==> src/rtl/ctrl_pkg.sv <==
// Shared encodings for the RV32I(+M) control decoder: opcodes, funct7 values,
// select-field encodings and the packed control word carried from D into E.
package ctrl_pkg;

  localparam logic [6:0] OP_LOAD   = 7'b0000011;
  localparam logic [6:0] OP_STORE  = 7'b0100011;
  localparam logic [6:0] OP_RTYPE  = 7'b0110011;
  localparam logic [6:0] OP_BRANCH = 7'b1100011;
  localparam logic [6:0] OP_IALU   = 7'b0010011;
  localparam logic [6:0] OP_JAL    = 7'b1101111;
  localparam logic [6:0] OP_JALR   = 7'b1100111;
  localparam logic [6:0] OP_LUI    = 7'b0110111;
  localparam logic [6:0] OP_AUIPC  = 7'b0010111;

  localparam logic [6:0] F7_BASE   = 7'b0000000;
  localparam logic [6:0] F7_ALT    = 7'b0100000;
  localparam logic [6:0] F7_MULDIV = 7'b0000001;

  typedef enum logic [2:0] {
    IMM_I = 3'b000,
    IMM_S = 3'b001,
    IMM_B = 3'b010,
    IMM_J = 3'b011,
    IMM_U = 3'b100
  } imm_src_e;

  typedef enum logic [2:0] {
    RES_ALU   = 3'b000,
    RES_MEM   = 3'b001,
    RES_PC4   = 3'b010,
    RES_IMM   = 3'b011,
    RES_PCIMM = 3'b100
  } result_src_e;

  typedef enum logic [1:0] {
    ALU_ADD    = 2'b00,
    ALU_BRANCH = 2'b01,
    ALU_FUNCT  = 2'b10,
    ALU_MULDIV = 2'b11
  } alu_op_e;

  // Bit order of the control word, MSB first.
  typedef struct packed {
    logic        reg_write;
    logic        mem_write;
    result_src_e result_src;
    logic        alu_src;
    alu_op_e     alu_op;
    logic        jump;
    logic        jalr;
    logic        branch;
    logic        muldiv;
  } ctrl_word_t;

  localparam int         CTRL_W    = $bits(ctrl_word_t);
  localparam ctrl_word_t CTRL_NONE = '0;

endpackage

==> src/rtl/ctrl_decode_comb.sv <==
// Pure combinational RV32I(+M) main decoder: instruction -> control word,
// immediate select and illegal flag. M-extension legality follows MULDIV_EN.
module ctrl_decode_comb
  import ctrl_pkg::*;
(
  input  logic [31:0]       i_instr,
  output logic [2:0]        o_imm_src,
  output logic [CTRL_W-1:0] o_ctrl,
  output logic              o_illegal
);

  logic [6:0] w_opcode;
  logic [2:0] w_funct3;
  logic [6:0] w_funct7;
  logic       w_legal;
  imm_src_e   w_imm_src;
  ctrl_word_t w_ctrl;
  logic       w_unused;

  assign w_opcode = i_instr[6:0];
  assign w_funct3 = i_instr[14:12];
  assign w_funct7 = i_instr[31:25];
  assign w_unused = ^{i_instr[24:15], i_instr[11:7]};

  always_comb begin
    // NOTE: every output of this block gets a default first so no path can infer a latch.
    w_ctrl    = CTRL_NONE;
    w_imm_src = IMM_I;
    w_legal   = 1'b0;
    case (w_opcode)
      OP_LOAD: begin
        w_legal           = (w_funct3 != 3'b011) && (w_funct3[2:1] != 2'b11);
        w_ctrl.reg_write  = 1'b1;
        w_ctrl.alu_src    = 1'b1;
        w_ctrl.result_src = RES_MEM;
      end
      OP_STORE: begin
        w_legal          = (w_funct3 <= 3'b010);
        w_imm_src        = IMM_S;
        w_ctrl.alu_src   = 1'b1;
        w_ctrl.mem_write = 1'b1;
      end
      OP_RTYPE: begin
        w_ctrl.reg_write = 1'b1;
        w_ctrl.alu_op    = ALU_FUNCT;
        if (w_funct7 == F7_BASE) begin
          w_legal = 1'b1;
        end else if (w_funct7 == F7_ALT) begin
          w_legal = (w_funct3 == 3'b000) || (w_funct3 == 3'b101);
        end
`ifdef MULDIV_EN
        else if (w_funct7 == F7_MULDIV) begin
          w_legal       = 1'b1;
          w_ctrl.alu_op = ALU_MULDIV;
          w_ctrl.muldiv = 1'b1;
        end
`endif
      end
      OP_BRANCH: begin
        w_legal       = (w_funct3[2:1] != 2'b01);
        w_imm_src     = IMM_B;
        w_ctrl.alu_op = ALU_BRANCH;
        w_ctrl.branch = 1'b1;
      end
      OP_IALU: begin
        // Shift-immediates reuse imm[11:5] as a funct7 field.
        case (w_funct3)
          3'b001:  w_legal = (w_funct7 == F7_BASE);
          3'b101:  w_legal = (w_funct7 == F7_BASE) || (w_funct7 == F7_ALT);
          default: w_legal = 1'b1;
        endcase
        w_ctrl.reg_write = 1'b1;
        w_ctrl.alu_src   = 1'b1;
        w_ctrl.alu_op    = ALU_FUNCT;
      end
      OP_JAL: begin
        w_legal           = 1'b1;
        w_imm_src         = IMM_J;
        w_ctrl.reg_write  = 1'b1;
        w_ctrl.jump       = 1'b1;
        w_ctrl.result_src = RES_PC4;
      end
      OP_JALR: begin
        w_legal           = (w_funct3 == 3'b000);
        w_ctrl.reg_write  = 1'b1;
        w_ctrl.alu_src    = 1'b1;
        w_ctrl.jalr       = 1'b1;
        w_ctrl.result_src = RES_PC4;
      end
      OP_LUI: begin
        w_legal           = 1'b1;
        w_imm_src         = IMM_U;
        w_ctrl.reg_write  = 1'b1;
        w_ctrl.result_src = RES_IMM;
      end
      OP_AUIPC: begin
        w_legal           = 1'b1;
        w_imm_src         = IMM_U;
        w_ctrl.reg_write  = 1'b1;
        w_ctrl.result_src = RES_PCIMM;
      end
      default: w_legal = 1'b0;
    endcase
    if (!w_legal) begin
      w_ctrl = CTRL_NONE;
    end
  end

  assign o_imm_src = w_imm_src;
  assign o_ctrl    = w_ctrl;
  assign o_illegal = !w_legal;

endmodule

==> src/rtl/ctrl_decode_stage.sv <==
// RV32I(+M) control decoder fused with the ID/EX control register, illegal
// counter and divide busy FSM. Define MULDIV_EN to enable the M extension.
module ctrl_decode_stage
  import ctrl_pkg::*;
#(
  parameter int DIV_CYCLES = 32,
  parameter int ILL_CNT_W  = 8
) (
  input  logic                 clk,
  input  logic                 reset,
  input  logic [31:0]          InstrD,
  input  logic                 ValidD,
  input  logic                 StallE,
  input  logic                 FlushE,
  output logic [2:0]           ImmSrcD,
  output logic                 RegWriteE,
  output logic                 MemWriteE,
  output logic [2:0]           ResultSrcE,
  output logic                 ALUSrcE,
  output logic [1:0]           ALUOpE,
  output logic                 JumpE,
  output logic                 JalrE,
  output logic                 BranchE,
  output logic [2:0]           Funct3E,
  output logic                 ValidE,
  output logic                 IllegalE,
  output logic                 MulDivE,
  output logic                 BusyD,
  output logic [ILL_CNT_W-1:0] IllegalCount
);

  logic [CTRL_W-1:0]    w_ctrl_bits;
  ctrl_word_t           w_ctrl;
  logic                 w_illegal;
  logic                 w_busy;
  logic                 w_load;
  ctrl_word_t           r_ctrl;
  logic [2:0]           r_funct3;
  logic                 r_valid;
  logic                 r_illegal;
  logic [ILL_CNT_W-1:0] r_ill_cnt;

  ctrl_decode_comb u_decode (
    .i_instr  (InstrD),
    .o_imm_src(ImmSrcD),
    .o_ctrl   (w_ctrl_bits),
    .o_illegal(w_illegal)
  );

  assign w_ctrl = ctrl_word_t'(w_ctrl_bits);
  assign w_load = !FlushE && !w_busy && !StallE;

  // Flush beats the divide hold, which beats the hazard stall.
  always_ff @(posedge clk) begin
    // NOTE: state is updated with non-blocking assignments so every register samples pre-edge values.
    if (reset || FlushE) begin
      r_ctrl    <= CTRL_NONE;
      r_funct3  <= '0;
      r_valid   <= 1'b0;
      r_illegal <= 1'b0;
    end else if (w_load) begin
      r_ctrl    <= ValidD ? w_ctrl : CTRL_NONE;
      r_funct3  <= (ValidD && !w_illegal) ? InstrD[14:12] : 3'b000;
      r_valid   <= ValidD;
      r_illegal <= ValidD && w_illegal;
    end
  end

  always_ff @(posedge clk) begin
    if (reset) begin
      r_ill_cnt <= '0;
    end else if (w_load && ValidD && w_illegal && (r_ill_cnt != '1)) begin
      r_ill_cnt <= r_ill_cnt + ILL_CNT_W'(1);
    end
  end

`ifdef MULDIV_EN
  localparam int             CNT_W  = $clog2(DIV_CYCLES);
  localparam logic [0:0]     S_IDLE = 1'b0;
  localparam logic [0:0]     S_DIV  = 1'b1;

  logic [0:0]       r_state;
  logic [CNT_W-1:0] r_div_cnt;
  logic             w_start_div;

  assign w_start_div = w_load && ValidD && w_ctrl.muldiv && InstrD[14];

  // The divide leaves DIV as the counter steps from 1 to 0, so BusyD spans DIV_CYCLES-1 cycles.
  always_ff @(posedge clk) begin
    if (reset) begin
      r_state   <= S_IDLE;
      r_div_cnt <= '0;
    end else if (r_state == S_IDLE) begin
      if (w_start_div) begin
        r_state   <= S_DIV;
        r_div_cnt <= CNT_W'(DIV_CYCLES - 1);
      end
    end else if (FlushE || (r_div_cnt == CNT_W'(1))) begin
      r_state   <= S_IDLE;
      r_div_cnt <= '0;
    end else begin
      r_div_cnt <= r_div_cnt - CNT_W'(1);
    end
  end

  assign w_busy = (r_state == S_DIV);
`else
  localparam int unused_div_cycles = DIV_CYCLES;

  assign w_busy = 1'b0;
`endif

  assign RegWriteE    = r_ctrl.reg_write;
  assign MemWriteE    = r_ctrl.mem_write;
  assign ResultSrcE   = r_ctrl.result_src;
  assign ALUSrcE      = r_ctrl.alu_src;
  assign ALUOpE       = r_ctrl.alu_op;
  assign JumpE        = r_ctrl.jump;
  assign JalrE        = r_ctrl.jalr;
  assign BranchE      = r_ctrl.branch;
  assign MulDivE      = r_ctrl.muldiv;
  assign Funct3E      = r_funct3;
  assign ValidE       = r_valid;
  assign IllegalE     = r_illegal;
  assign BusyD        = w_busy;
  assign IllegalCount = r_ill_cnt;

endmodule

==> config.mk <==
export PLATFORM = sky130hd
export DESIGN_NAME = ctrl_decode_stage
export DESIGN_NICKNAME = d
export VERILOG_FILES = /design/src/rtl/ctrl_pkg.sv /design/src/rtl/ctrl_decode_comb.sv /design/src/rtl/ctrl_decode_stage.sv
export SDC_FILE = /design/constraint.sdc
export NUM_CORES = 1
export LEC_CHECK = 0
export BUFFER_PORTS_ARGS = -buffer_cell sky130_fd_sc_hd__buf_2
export CAP_MARGIN = 15
export CORE_UTILIZATION = 45
export CTS_CLUSTER_DIAMETER = 40
export CTS_CLUSTER_SIZE = 10
export DETAILED_ROUTE_END_ITERATION = 7
export GPL_ROUTABILITY_DRIVEN = 0
export HOLD_SLACK_MARGIN = 0.15
export PLACE_DENSITY = 0.79
export SLEW_MARGIN = 20
export SYNTH_ARGS = -nofsm -noshare
export SYNTH_HDL_FRONTEND = slang
export SYNTH_SLANG_ARGS = --single-unit
==> constraint.sdc <==
create_clock -name clk -period 2.68 [get_ports clk]
set_clock_uncertainty 0.1 [all_clocks]
set_input_delay 0.67 -clock clk [delete_from_list [all_inputs] [get_ports clk]]
set_output_delay 0.67 -clock clk [all_outputs]
set_load 0.02 [all_outputs]
# Yosys cells after proc, flatten, opt, wreduce, memory -nomap -nowiden
# Index checks and enable logic that the tools add are counted.
# word_totals
output_inout_bits	29
register_bits	25
# classes
n_eq_ne	16
addsub	1
n_lt_le_gt_ge	1
n_mux	16
n_reduce_logical	21
# ops
op	n
== test 7 x 6 -> 1 bit, second input constant	4
two-way mux 12 bit	2
one-hot mux 3 bit (4 select lines)	2
== test 7 bit, second input constant	3
== test 7 x 5 -> 1 bit, second input constant	2
adder 8 x 1 -> 8 bit, second input constant	1
two-way mux 1 bit	8
inequality test 8 bit, second input constant	1
== test 7 x 2 -> 1 bit, second input constant	1
logical AND 1 bit	7
logical NOT 7 bit	1
one-hot mux 1 bit (7 select lines)	1
OR reduction 7 bit	1
OR reduction 2 bit	3
one-hot mux 2 bit (2 select lines)	1
OR reduction 4 bit	1
== test 3 x 1 -> 1 bit, second input constant	1
== test 3 bit, second input constant	1
less-or-equal comparator 3 x 2 -> 1 bit, second input constant	1
logical NOT 1 bit	3
logical NOT 3 bit	1
logical OR 1 bit	3
two-way mux 3 bit	1
inequality test 3 x 2 -> 1 bit, second input constant	1
4 further kinds	4

# Depth between registers and ports, before layout
# depth
depth_word	8
mapped_depth	9
ltp_nobuf	6

# Cells and area by module
# A second synthesis with hierarchy kept.
# hier_totals
cells_unflattened	173
hier_area_um2	1402.6
# modules_own_cells
module	n_inst	area_per_inst_um2	cells_each
ctrl_decode_stage	1	1024.7	118
ctrl_decode_comb	1	377.9	55

# Least setup slack after synthesis
# OpenSTA, ideal clock, no wires.
# synth_timing
kind	input -> output
from	input port InstrD[4]
to	output port ImmSrcD[0]
cell_stages	3
arrival_time_ns	1.662
path_slack_ns	0.248
n_path_buf	0
path_cell_list	nand3b_1 or2_2 o21ai_0
# synth_between
elab_chain_len	3
# synth_lines
item	line	source
from (decl)	ctrl_decode_stage.sv:11	input logic [31:0] InstrD,
== test 7 x 6 -> 1 bit / == test 7 x 5 -> 1 bit (equally long branches)	ctrl_decode_comb.sv:30	case (w_opcode)
OR reduction 2 bit (no source line)	n/a	
one-hot mux 3 bit (4 select lines) *	ctrl_decode_comb.sv:30	
to (decl)	ctrl_decode_stage.sv:15	output logic [2:0] ImmSrcD,
# Mark *: on every way between the ends. The rest lies on a longest branch, timed or not.

# Final worst setup path
# layout_timing
from	input port InstrD[3]
to	output port ImmSrcD[0]
# Same word-level chain as after synthesis.

==> metrics.cfg <==
[run_status]
status = finished, final reports clean

[synth]
yosys_warnings = 0
synth_cell_types = 39
netlist_area_um2 = 1310
syn_area_per_cell_um2 = 8.20
synth.ff_latch_count = 23
async_flop_share = 0
netlist_instances = 160
seq_area_frac_synth = 0.351
ys.flop_type = dfxtp_1
synth_edf_count = 0

[power]
power.leakage_nw = 0.674
powerDensity_nw_per_um2 = 376
switching_share = 0.275
clkPwrFrac = 0.276
switchingPower_mw = 0.166
p_seq_frac = 0.576
peakVddDrop_mv = 0.342
internal_power_mw = 0.437
combinationalPowerShare = 0.148

[grt]
track_usage = 0.200
grt_max_degree = 17
first_global_vias = 1107
grt-ovfl-total = 0
grt_first_pass_wirelength_um = 5030
antenna_found_initial = 0

[route]
ant_nets = 0
vias_per_cell = 5.42
wl_um = 3020
dr.first_iter.drc_count = 40
wl_per_cell_um = 12.7
num_vias = 1290
post-route-drc-count = 0
first_pass_iters = 4

[floorplanning]
die_y_um = 56.0
start_util = 0.476
fp.coreArea_um2 = 2760
io_pins = 66
die_area_um2 = 3140
row_count = 19
die_x_um = 56.0

[place]
dp.cells = 234
hpwl_um = 2270
dp_slack_ns = 0.0182
io_buffer_count = 48

[critical_path]
cp.buffers_inverters = 3
worst-setup-path-type = in2out
required_ns = 1.91
setup.worst_path.end_class = primary output
cp_common_cell = buf_2
cp-start-kind = primary input
critPathMaxStageDelay_ns = 0.31
worstPathArrival_ns = 1.79
critPathSlowestCell = or2_1
crit_family = simple AND/OR/NAND/NOR gates
critPathMaxFanout = 6
reg2reg_setup_slack_ns = 0.84
path_cells = buf_2 > or2_1 > nor4_4 > buf_4 > nand2_1 > o21ai_0 > buf_2

[timing]
hold_violations = 0
finalMaxSlewViolations = 0
worst_slack_ns = 0.123
fin_tns_setup_ns = 0
setup_viol_count_final = 0
period_minus_slack_ns = 2.56
fmax_ghz = 0.391
fin_crit_sh = 0.954
holdWs_ns = 0.359
rsz0062_at_grt = false

[layout]
antenna_cells = 0
final_common_cell = buf_2
num-nets-final = 246
final_cell_mix = 48 x buf_2, 23 x dfxtp_1, 22 x nor2_1, 12 x nand2_1, 10 x a21oi_1
syn_to_final_growth_pct = 22.1
fin_cells = 238
utilization = 0.581
drive_above_1_share = 0.329

[clocking]
clk_pin_slew_worst_paths_ns = 0.13
cts.repair.resized = 0
htreeDepth = 1
root_buffer = clkbuf_4
cts_hold_buf = 0
cts_setup_buffers = 0
clock-sinks = 23
cts_tree = built
clock_latency_ns = 0.32
cts_buffers = 3
cts.path.max_buffers = 2

[run]
drv_cap = 0

[min_path]
hold_path_class = reg2reg

[Yosys cell counts (all sizes together), types with 2 or more instances]
cell type | number | area (um^2)
dfxtp | 23 | 460
nor2 | 22 | 82.6
nand2 | 12 | 45.0
a21oi | 10 | 50.1
o21ai | 10 | 50.0
a32oi | 8 | 70.1
nor2b | 8 | 50.1
buf | 7 | 57.6
mux2 | 7 | 82.6
nand3 | 6 | 30.0
clkbuf | 5 | 18.8
nor3 | 5 | 35.0
inv | 4 | 15.0
nand2b | 4 | 25.0
nand4 | 4 | 25.0
nor4 | 4 | 46.3
or2 | 4 | 25.0
or3 | 3 | 18.8
a221oi | 2 | 17.5
nand4b | 2 | 17.5
[final timing paths]
path | start | end | depth (start not counted)
worst min register to register | JumpE | JumpE | 2
worst min-delay path | JumpE | JumpE | 2
worst max register to register | IllegalCount[0] | IllegalCount[7] | 6
worst max-delay path | InstrD[3] | ImmSrcD[0] | 7
[flip-flops by register name (all words and copies together), names as in the netlist]
signal	cells
ValidE	1
IllegalCount	8
MemWriteE	1
JalrE	1
RegWriteE	1
ALUSrcE	1
ALUOpE	1
Funct3E	3
JumpE	1
BranchE	1
IllegalE	1
ResultSrcE	3
[stage by stage]
stage	area, um^2	total power [mW]
global placement	1580	0.441
detailed placement	1580	0.443
global route	1600	0.625
floorplan	1320	0.408
CTS	1600	0.602
finish	1600	0.603
[power groups by stage]
stage	logic [mW]	clock network, mW	registers, mW
floorplan	0.0497	0	0.358
global placement	0.0863	0	0.355
detailed placement	0.0884	0	0.355
CTS	0.0890	0.166	0.347
global route	0.0974	0.180	0.348
finish	0.0891	0.167	0.347
[logic make-up (layout without fill, tap and decap cells)]
group                    after synthesis  in the layout  share of synthesized area
AO/OA/AOI/OAI                         34             34                      0.175
adder cells (fa/ha/maj)                1              1                    0.00953
buffers and inverters                 16             62                     0.0696
flip-flops                            23             23                      0.351
multiplexers                           8              8                     0.0705
other                                  1              2                    0.00286
AND/OR/NAND/NOR                       77             77                      0.321
[layout make-up]
cell class	instances	area [um^2]
clock buffer	4	26.3
fill	278	1150
inverter	4	15.0
multi-input combinational	122	764
sequential	23	460
tap	31	38.8
timing repair buffer	54	298
[layer usage]
metal	share of wire	GRT usage
met5	0	0
met4	0.0083	0.0732
met3	0.036	0.0279
met2	0.50	0.342
met1	0.45	0.256
[worst register-to-register path, delay by kind of cell, from the launching register on]
family          cells  cell delay [ns]
compound gates      2             0.29
fa+ha+maj           1             0.26
flops               1             0.37
simple gates        3             0.76
Note: power is estimated with default switching activity, not from simulation.
